### config.mk
export PLATFORM = sky130hd
export DESIGN_NAME = tx_buffer
export DESIGN_NICKNAME = d
export VERILOG_FILES = /design/src/rtl/tx_buffer.sv
export SDC_FILE = /design/constraint.sdc
export NUM_CORES = 1
export LEC_CHECK = 0
export ABC_AREA = 1
export CORE_UTILIZATION = 40
export DETAILED_ROUTE_END_ITERATION = 7
export PLACE_DENSITY = 0.66
export SLEW_MARGIN = 20
export SYNTH_ARGS = -nofsm -noshare
export SYNTH_HDL_FRONTEND = slang
export SYNTH_SLANG_ARGS = --single-unit
### constraint.sdc
create_clock -name CLK -period 3.4 [get_ports CLK]
set_input_delay 0.51 -clock CLK [delete_from_list [all_inputs] [get_ports CLK]]
set_output_delay 0.51 -clock CLK [all_outputs]
set_load 0.02 [all_outputs]
### src/rtl/tx_buffer.sv
// tx_buffer: byte FIFO sitting directly in front of the UART sender.
// The core pushes bytes at full clock rate. An issue FSM hands them to the
// sender one frame at a time over the sender's ready/done handshake.
// Optional build macro TX_BUFFER_OVERFLOW_EN: when defined, `overflow` is a
// sticky flag set by any dropped push. When undefined, `overflow` is tied to 0.
// Dropped pushes behave the same way in both builds.
module tx_buffer #(
    parameter int DEPTH_LOG2 = 4
) (
    input  logic                  CLK,
    input  logic                  RST,
    input  logic [7:0]            in_data,
    input  logic                  in_valid,
    output logic                  full,
    output logic                  empty,
    output logic [DEPTH_LOG2:0]   count,
    output logic [7:0]            as,
    output logic                  ready,
    input  logic                  done,
    output logic                  busy,
    output logic                  overflow
);

    localparam int DEPTH = 1 << DEPTH_LOG2;
    localparam logic [DEPTH_LOG2:0] COUNT_MAX = {1'b1, {DEPTH_LOG2{1'b0}}};

    // IDLE issues when data is waiting and the sender is idle.
    // ISSUE holds the one-cycle ready pulse.
    // WAIT_LOW waits for the sender to start its frame.
    // WAIT_HIGH waits for the frame to end.
    typedef enum logic [1:0] {
        IDLE      = 2'd0,
        ISSUE     = 2'd1,
        WAIT_LOW  = 2'd2,
        WAIT_HIGH = 2'd3
    } state_t;

    // Storage and pointers
    logic [7:0]            mem_q [DEPTH];
    logic [DEPTH_LOG2-1:0] wr_q, wr_d;
    logic [DEPTH_LOG2-1:0] rd_q, rd_d;
    logic [DEPTH_LOG2:0]   count_q, count_d;

    // Issue FSM and sender-facing registers
    state_t                state_q, state_d;
    logic                  ready_q, ready_d;
    logic [7:0]            as_q, as_d;

    logic                  push_en;
    logic                  pop_en;

    // Full is taken from the pre-edge count. A push in the same cycle as an
    // issue pop from a full buffer is therefore still dropped.
    assign full    = (count_q == COUNT_MAX);
    assign empty   = (count_q == '0);
    assign count   = count_q;
    assign as      = as_q;
    assign ready   = ready_q;
    assign busy    = (state_q != IDLE) || (count_q != '0);
    assign push_en = in_valid && !full;

    // Issue FSM: next state, ready pulse, and the byte presented to the sender
    always_comb begin
        // NOTE: every output of this block gets a default first, so no path
        // can leave one unassigned and infer a latch.
        state_d = state_q;
        ready_d = 1'b0;
        as_d    = as_q;
        pop_en  = 1'b0;
        unique case (state_q)
            IDLE: begin
                // Waiting for done=1 also keeps a frame left running across a
                // reset from being overlapped by the next one.
                if ((count_q != '0) && done) begin
                    pop_en  = 1'b1;
                    ready_d = 1'b1;
                    as_d    = mem_q[rd_q];
                    state_d = ISSUE;
                end
            end
            ISSUE: begin
                // The sender latches `as` on this edge, and ready drops again.
                state_d = WAIT_LOW;
            end
            WAIT_LOW: begin
                if (!done) begin
                    state_d = WAIT_HIGH;
                end
            end
            WAIT_HIGH: begin
                if (done) begin
                    state_d = IDLE;
                end
            end
            default: begin
                state_d = IDLE;
            end
        endcase
    end

    // Pointer and occupancy next-state. Pointers wrap through natural overflow.
    always_comb begin
        wr_d    = push_en ? wr_q + DEPTH_LOG2'(1) : wr_q;
        rd_d    = pop_en  ? rd_q + DEPTH_LOG2'(1) : rd_q;
        count_d = count_q;
        unique case ({push_en, pop_en})
            2'b10:   count_d = count_q + (DEPTH_LOG2 + 1)'(1);
            2'b01:   count_d = count_q - (DEPTH_LOG2 + 1)'(1);
            default: count_d = count_q;
        endcase
    end

    // Control state registers, with synchronous reset taking priority
    always_ff @(posedge CLK) begin
        // NOTE: state is updated with non-blocking assignments. All registers
        // then sample pre-edge values, whatever the order of the statements.
        if (RST) begin
            wr_q    <= '0;
            rd_q    <= '0;
            count_q <= '0;
            state_q <= IDLE;
            ready_q <= 1'b0;
            as_q    <= 8'h00;
        end else begin
            wr_q    <= wr_d;
            rd_q    <= rd_d;
            count_q <= count_d;
            state_q <= state_d;
            ready_q <= ready_d;
            as_q    <= as_d;
        end
    end

    // Byte storage write port
    always_ff @(posedge CLK) begin
        // NOTE: the storage array has no reset. Reset clears count and the
        // pointers, so stale entries can never be read, and the array can map
        // onto plain RAM.
        if (!RST && push_en) begin
            mem_q[wr_q] <= in_data;
        end
    end

`ifdef TX_BUFFER_OVERFLOW_EN
    logic ovf_q;

    // Sticky drop flag: set by a push into a full buffer, cleared only by reset
    always_ff @(posedge CLK) begin
        if (RST) begin
            ovf_q <= 1'b0;
        end else if (in_valid && full) begin
            ovf_q <= 1'b1;
        end
    end

    assign overflow = ovf_q;
`else
    assign overflow = 1'b0;
`endif

endmodule
==> results.sh, run 1 <==
export IMPL_p_seq_share_pct=38.4
export IMPL_worst_setup_path_startpoint="state_q[0]"
export IMPL_grt_max_degree=67
export IMPL_arrival_ns=2.80
export IMPL_switching_share_pct=34.00
export IMPL_ir_worst_vdd_uv=389.6
export IMPL_first_pass_iters=5
export IMPL_synth_cells=684
export IMPL_p_int_mw=3.810
export IMPL_pwr_share_comb_pct=30.5
export IMPL_htreeDepth=4
export IMPL_crit_path_end="count[4]"
export IMPL_cts_setup_buffers=0
export IMPL_cp_end_kind="flip-flop"
export IMPL_diodes=0
export IMPL_dieHeight_um=132.3
export IMPL_avgSynthCellArea_um2=9.933
export IMPL_ys_flop_type="edfxtp_1"
export IMPL_yosysMostFrequentCell="nand2_1"
export IMPL_grt_use_total_pct=17.65
export IMPL_finalHoldViolCount=0
export IMPL_clkSinkCount=152
export IMPL_period_share_pct=73.07
export IMPL_syn_num_nets=710
export IMPL_ys_top_cells_by_area="edfxtp_1 (57%), nand2_1 (12%), nand3_1 (7.2%), dfxtp_1 (7.1%), inv_1 (5.2%)"
export IMPL_synthTopCellsByCount="nand2_1 (223), edfxtp_1 (128), nand3_1 (98), inv_1 (94)"
export IMPL_drive_above_1_share_pct=6.519
export IMPL_hp_class="reg -> reg"
export IMPL_setup_violations_final=0
export IMPL_ys_seq_elements=152
export IMPL_drt_iter0_drc=354
export IMPL_antenna_found_initial=0
export IMPL_die_w_um=132.3
export IMPL_ys_warn_count=0
export IMPL_startpoint_type="flip-flop"
export IMPL_worst_pin_slew_ns=0.8316
export IMPL_grt_pass1_vias=4230
export IMPL_synth_edf_count=128
export IMPL_yosysSeqAreaShare_pct=63.65
export IMPL_dp_hpwl_mm=9.096
export IMPL_clock_root_buffer="clkbuf_16"
export IMPL_crit_fanout=19
export IMPL_worstReg2RegEnd="count[4]"
export IMPL_synth_top_area_share_pct=56.57
export IMPL_routabilityCongestion=0.8397
export IMPL_nNetsFinal=734
export IMPL_start_util_pct=40.97
export IMPL_max_freq_ghz=0.4025
export IMPL_status="complete, no violations"
export IMPL_ff2ff_path_depth=15
export IMPL_slew_headroom_pct=44.35
export IMPL_wl_mm=14.45
export IMPL_avgRoutedWirePerCell_um=15.36
export IMPL_clock_power_share_pct=31.1
export IMPL_synthArstFlopShare_pct=0
export IMPL_fin_tns_setup_ns=0
export IMPL_netlist_area_mm2=0.006794
export IMPL_clock_latency_ns=0.43
export IMPL_ios=30
export IMPL_reg2reg_from="state_q[0]"
export IMPL_synth_cell_types=29
export IMPL_num_vias=4522
export IMPL_cp_required_ns=3.72
export IMPL_reg2reg_slack_ns=0.92
export IMPL_cts_resized=0
export IMPL_overflow=0
export IMPL_port_buffers=28
export IMPL_p_per_area_mw_per_mm2=743.4
export IMPL_timing_final_ws_setup_ns=0.9157
export IMPL_clkTransAtPathRegs_ns=0.06
export IMPL_antenna_left=0
export IMPL_postCtsHoldBufs=0
export IMPL_grt_pass1_wl_mm=22.76
export IMPL_fill_cells=1559
export IMPL_power_mw=5.773
export IMPL_vias_per_cell=4.806
export IMPL_syn_to_final_growth_pct=14.29
export IMPL_switching_power_mw=1.963
export IMPL_cap_violations=0
export IMPL_fin_crit_ns=2.484
export IMPL_pre_cts_ws_ns=0.5252
export IMPL_clock_skew_ns=0.007840
export IMPL_synth_largest_area_cell="edfxtp_1"
export IMPL_clk_path_buf_depth=2
export IMPL_numCtsBuffers=17
export IMPL_drc=0
export IMPL_critical_path_class="reg -> reg"
export IMPL_die_area_mm2=0.01751
export IMPL_cts_tree="done"
export IMPL_rsz0062_at_grt="false"
export IMPL_p_leak_nw=3.231
export IMPL_drv_slew=0
export IMPL_core_area_mm2=0.01658
export IMPL_core_rowCount=47
## layout make-up
| class | count | area (um2) | area share (%) |
|---|---|---|---|
| flip-flops and latches | 152 | 4325 | 55.70 |
| well taps | 220 | 275.3 | 3.545 |
| multi-input cells | 404 | 1902 | 24.49 |
| repair buffers | 35 | 332.8 | 4.286 |
| clock inverters | 14 | 132.6 | 1.708 |
| clock buffers | 18 | 429.2 | 5.527 |
| inverters | 98 | 367.9 | 4.737 |
## power groups by stage
stage	combinational [mW]	sequential, mW	clock [mW]
after floorplan	1.21	2.33	0
after detailed placement	1.77	2.26	0
after global routing	1.98	2.23	1.88
after CTS	1.78	2.22	1.81
after global placement	1.77	2.26	0
final	1.76	2.22	1.79
## state kept, by name, summed over array words and instances (netlist names)
| register | cells |
|---|---|
| rd_q | 4 |
| ready | 1 |
| mem_q | 128 |
| state_q | 2 |
| as | 8 |
| count | 5 |
| wr_q | 4 |
## cell families after synthesis
| kind of cell | count (synthesis) | synth area share, % |
|---|---|---|
| xor gates and xnor gates | 5 | 0.6445 |
| muxes | 1 | 0.1473 |
| buffers and inverters | 128 | 8.361 |
| AOI/OAI and AO/OA | 29 | 2.468 |
| DFF | 152 | 63.65 |
| adders and majority gates | 14 | 2.689 |
| other | 1 | 0.05520 |
| and+or+nand+nor | 354 | 21.99 |
## worst min path at each step
stage	startpoint	to	slack [ns]	cells after the start
finish	wr_q[3]	wr_q[3]	0.51	2
global route	wr_q[3]	wr_q[3]	0.54	2
CTS	wr_q[3]	wr_q[3]	0.51	2
detailed placement	wr_q[3]	wr_q[3]	0.49	2
global placement	wr_q[3]	wr_q[3]	0.50	2
floorplan	wr_q[3]	wr_q[3]	0.47	2
## placed cells by master (no fill, tap or decap), types with 2 or more instances in the layout
| master | instances |
|---|---|
| nand3_1 | 98 |
| o21ai_0 | 8 |
| clkinv_2 | 6 |
| ha_1 | 13 |
| inv_2 | 3 |
| bufinv_16 | 2 |
| o21a_1 | 8 |
| edfxtp_1 | 128 |
| a21oi_1 | 12 |
| buf_4 | 7 |
| clkbuf_16 | 17 |
| clkdlybuf4s50_1 | 28 |
| nor2_1 | 24 |
| inv_1 | 93 |
| dfxtp_1 | 23 |
| nand2_1 | 223 |
| nand2_2 | 3 |
| clkinvlp_4 | 4 |
| clkinv_1 | 3 |
| xor2_1 | 4 |
## stage by stage
step | hold WS [ns] | area (um2) | std cells | util, %
finish | 0.5094 | 7765 | 941 | 46.82
detailed placement | 0.4947 | 7203 | 909 | 43.44
CTS | 0.5073 | 7765 | 941 | 46.82
global route | 0.5407 | 7765 | 941 | 46.82
global placement | 0.4996 | 7203 | 909 | 43.44
floorplan | 0.4719 | 6794 | 684 | -
## worst max-delay path, cell delays in order (launching register included)
cell and delay [ns]:
dfxtp_1 0.31, inv_1 0.11, ha_1 0.24, inv_1 0.12, nor2_8 0.26, ha_1 0.31
inv_1 0.08, fa_1 0.40, inv_1 0.07, nand2_1 0.05, a21oi_1 0.17, nor2_1 0.06
nand2_1 0.05, nand2_1 0.05, nand2_1 0.05, a21oi_1 0.05
## per-layer routing
layer | global-route usage (%) | wire, um | up-vias
met1 | 22.57 | 6441 | 2119
li1 | - | - | 2265
met2 | 28.71 | 7074 | 106
met3 | 3.383 | 542 | 32
met4 | 8.812 | 395 | 0
met5 | 0 | 0 | -
(Power assumes the default switching activity.)
==> run 2, diff against run 1 <==
==> constraint.sdc (replaced) <==
create_clock -name CLK -period 2.45 [get_ports CLK]
set_input_delay 0.3675 -clock CLK [delete_from_list [all_inputs] [get_ports CLK]]
set_output_delay 0.3675 -clock CLK [all_outputs]
set_load 0.02 [all_outputs]
==> results.sh, run 2 (same netlist as run 1, synthesis figures left out) <==
export IMPL_clkTransAtPathRegs_ns=0.06
export IMPL_grt_pass1_vias=4340
export IMPL_nNetsFinal=755
export IMPL_vias_per_cell=4.791
export IMPL_placed_cells=930
export IMPL_crit_chain="inv_1 -> ha_1 -> inv_1 -> nor2_8 -> ha_1 -> buf_4 -> ha_1 -> nand2_1 -> a21oi_1 -> nor2_1 -> nand2_1 -> nand2_1 -> nand2_1 -> a21oi_1"
export IMPL_critical_path_class="reg -> reg"
export IMPL_grt_pass1_wl_mm=23.36
export IMPL_clock_skew_ns=0.004334
export IMPL_first_pass_iters=5
export IMPL_finalHoldViolCount=0
export IMPL_antenna_left=0
export IMPL_startpoint_type="flip-flop"
export IMPL_slew_headroom_pct=50.09
export IMPL_largest_reg_flops=128
export IMPL_wl_met2_mm=7.236
export IMPL_num_vias=4609
export IMPL_clock_root_buffer="clkbuf_16"
export IMPL_numCtsBuffers=17
export IMPL_diodes=0
export IMPL_clock_latency_ns=0.43
export IMPL_clk_path_buf_depth=2
export IMPL_wl_mm=14.60
export IMPL_cp_required_ns=2.77
export IMPL_cts_resized=0
export IMPL_dp_hpwl_mm=9.150
export IMPL_grt_max_degree=67
export IMPL_cpMaxStageDelayCell="dfxtp_1"
export IMPL_arrival_ns=2.54
export IMPL_drive_above_1_share_pct=8.760
export IMPL_period_share_pct=90.82
export IMPL_core_rowCount=47
export IMPL_crit_top_cell="nand2_1"
export IMPL_layout_common_cells="nand2_1 (223), edfxtp_1 (128), nand3_1 (98), inv_1 (94), clkdlybuf4s50_1 (28)"
export IMPL_final_common_cell="nand2_1"
export IMPL_routabilityCongestion=0.7984
export IMPL_antenna_found_initial=0
export IMPL_top_register="mem_q"
export IMPL_hp_class="reg -> reg"
export IMPL_drt_iter0_drc=323
export IMPL_drc=0
export IMPL_clkSinkCount=152
export IMPL_worst_pin_slew_ns=0.7486
export IMPL_fin_crit_ns=2.225
export IMPL_cap_violations=0
export IMPL_highest_layer="met4"
export IMPL_cts_tree="done"
export IMPL_finalInstanceArea_mm2=0.007995
export IMPL_status="complete, no violations"
export IMPL_start_util_pct=40.97
export IMPL_overflow=0
export IMPL_p_leak_nw=3.381
export IMPL_cts_setup_buffers=0
export IMPL_core_area_mm2=0.01658
export IMPL_fin_cells=962
export IMPL_drv_slew=0
export IMPL_cp_end_kind="flip-flop"
export IMPL_setup_violations_final=0
export IMPL_slowest_delay_ns=0.38
export IMPL_die_w_um=132.3
export IMPL_dpl_instance_area_mm2=0.007386
export IMPL_route_met3_wl_um=712
export IMPL_dieHeight_um=132.3
export IMPL_max_freq_ghz=0.4494
export IMPL_fin_tns_setup_ns=0
export IMPL_crit_fanout=4
export IMPL_ir_worst_vdd_uv=501.8
export IMPL_avgRoutedWirePerCell_um=15.17
export IMPL_hold_ws_ns=0.5184
export IMPL_port_buffers=28
export IMPL_p_per_area_mw_per_mm2=1041
export IMPL_ios=30
export IMPL_rsz0062_at_grt="false"
export IMPL_grt_use_total_pct=17.95
export IMPL_die_area_mm2=0.01751
export IMPL_htreeDepth=4
export IMPL_wl_met1_mm=6.178
export IMPL_syn_to_final_growth_pct=17.68
export IMPL_postCtsHoldBufs=0
## run 2: path summary, 6_finish.rpt
check,depth (start not counted),start,to,slack (ns)
max,14,state_q[1],count[4],0.22
min,2,wr_q[3],wr_q[3],0.52
max reg2reg,14,state_q[1],count[4],0.22
min reg2reg,2,wr_q[3],wr_q[3],0.52
## run 2: cell type report
class | instances | area [um2]
inverter | 98 | 367.9
fill | 1495 | 8588
sequential | 152 | 4325
clock buffer | 19 | 432.9
multi-input combinational | 404 | 1902
tap | 220 | 275.3
timing repair buffer | 56 | 515.5
clock inverter | 13 | 176.4
## run 2: stage by stage
stage	utilization, %	power [mW]	setup WS, ns
global route	48.21	8.771	0.02403
floorplan	-	4.908	0.06148
CTS	48.21	8.377	0.2238
global placement	44.54	5.651	0.08616
detailed placement	44.54	5.692	0.07646
finish	48.21	8.321	0.2249
## run 2: layer usage
metal	global-route usage, %	vias to the layer above
met4	8.876	0
met1	22.44	2149
met5	0	-
li1	-	2306
met2	29.59	118
met3	3.729	36
## run 2: report_power, final
group | leakage, nW | switching, mW | internal [mW] | total, mW
combinational | 1.73 | 1.64 | 0.907 | 2.55
sequential | 1.35 | 0.111 | 2.97 | 3.08
clock | 0.296 | 1.00 | 1.70 | 2.70
## run 2: worst max-delay path, delay by kind of cell (launching register included)
family          cells  cell delay [ns]
fa+ha+maj           3             0.77
simple gates        6             0.35
buf+inv             3             0.40
compound gates      2             0.23
flops               1             0.38
==> run 3, diff against run 2 <==
--- a/config.mk
+++ b/config.mk
@@ -9,6 +9,7 @@
 export CORE_UTILIZATION = 40
 export DETAILED_ROUTE_END_ITERATION = 7
 export PLACE_DENSITY = 0.66
+export SKIP_CTS_REPAIR_TIMING = 1
 export SLEW_MARGIN = 20
 export SYNTH_ARGS = -nofsm -noshare
 export SYNTH_HDL_FRONTEND = slang
==> results of run 3 <==
Same layout as run 2: the final DEF is identical, and so are final timing and power.
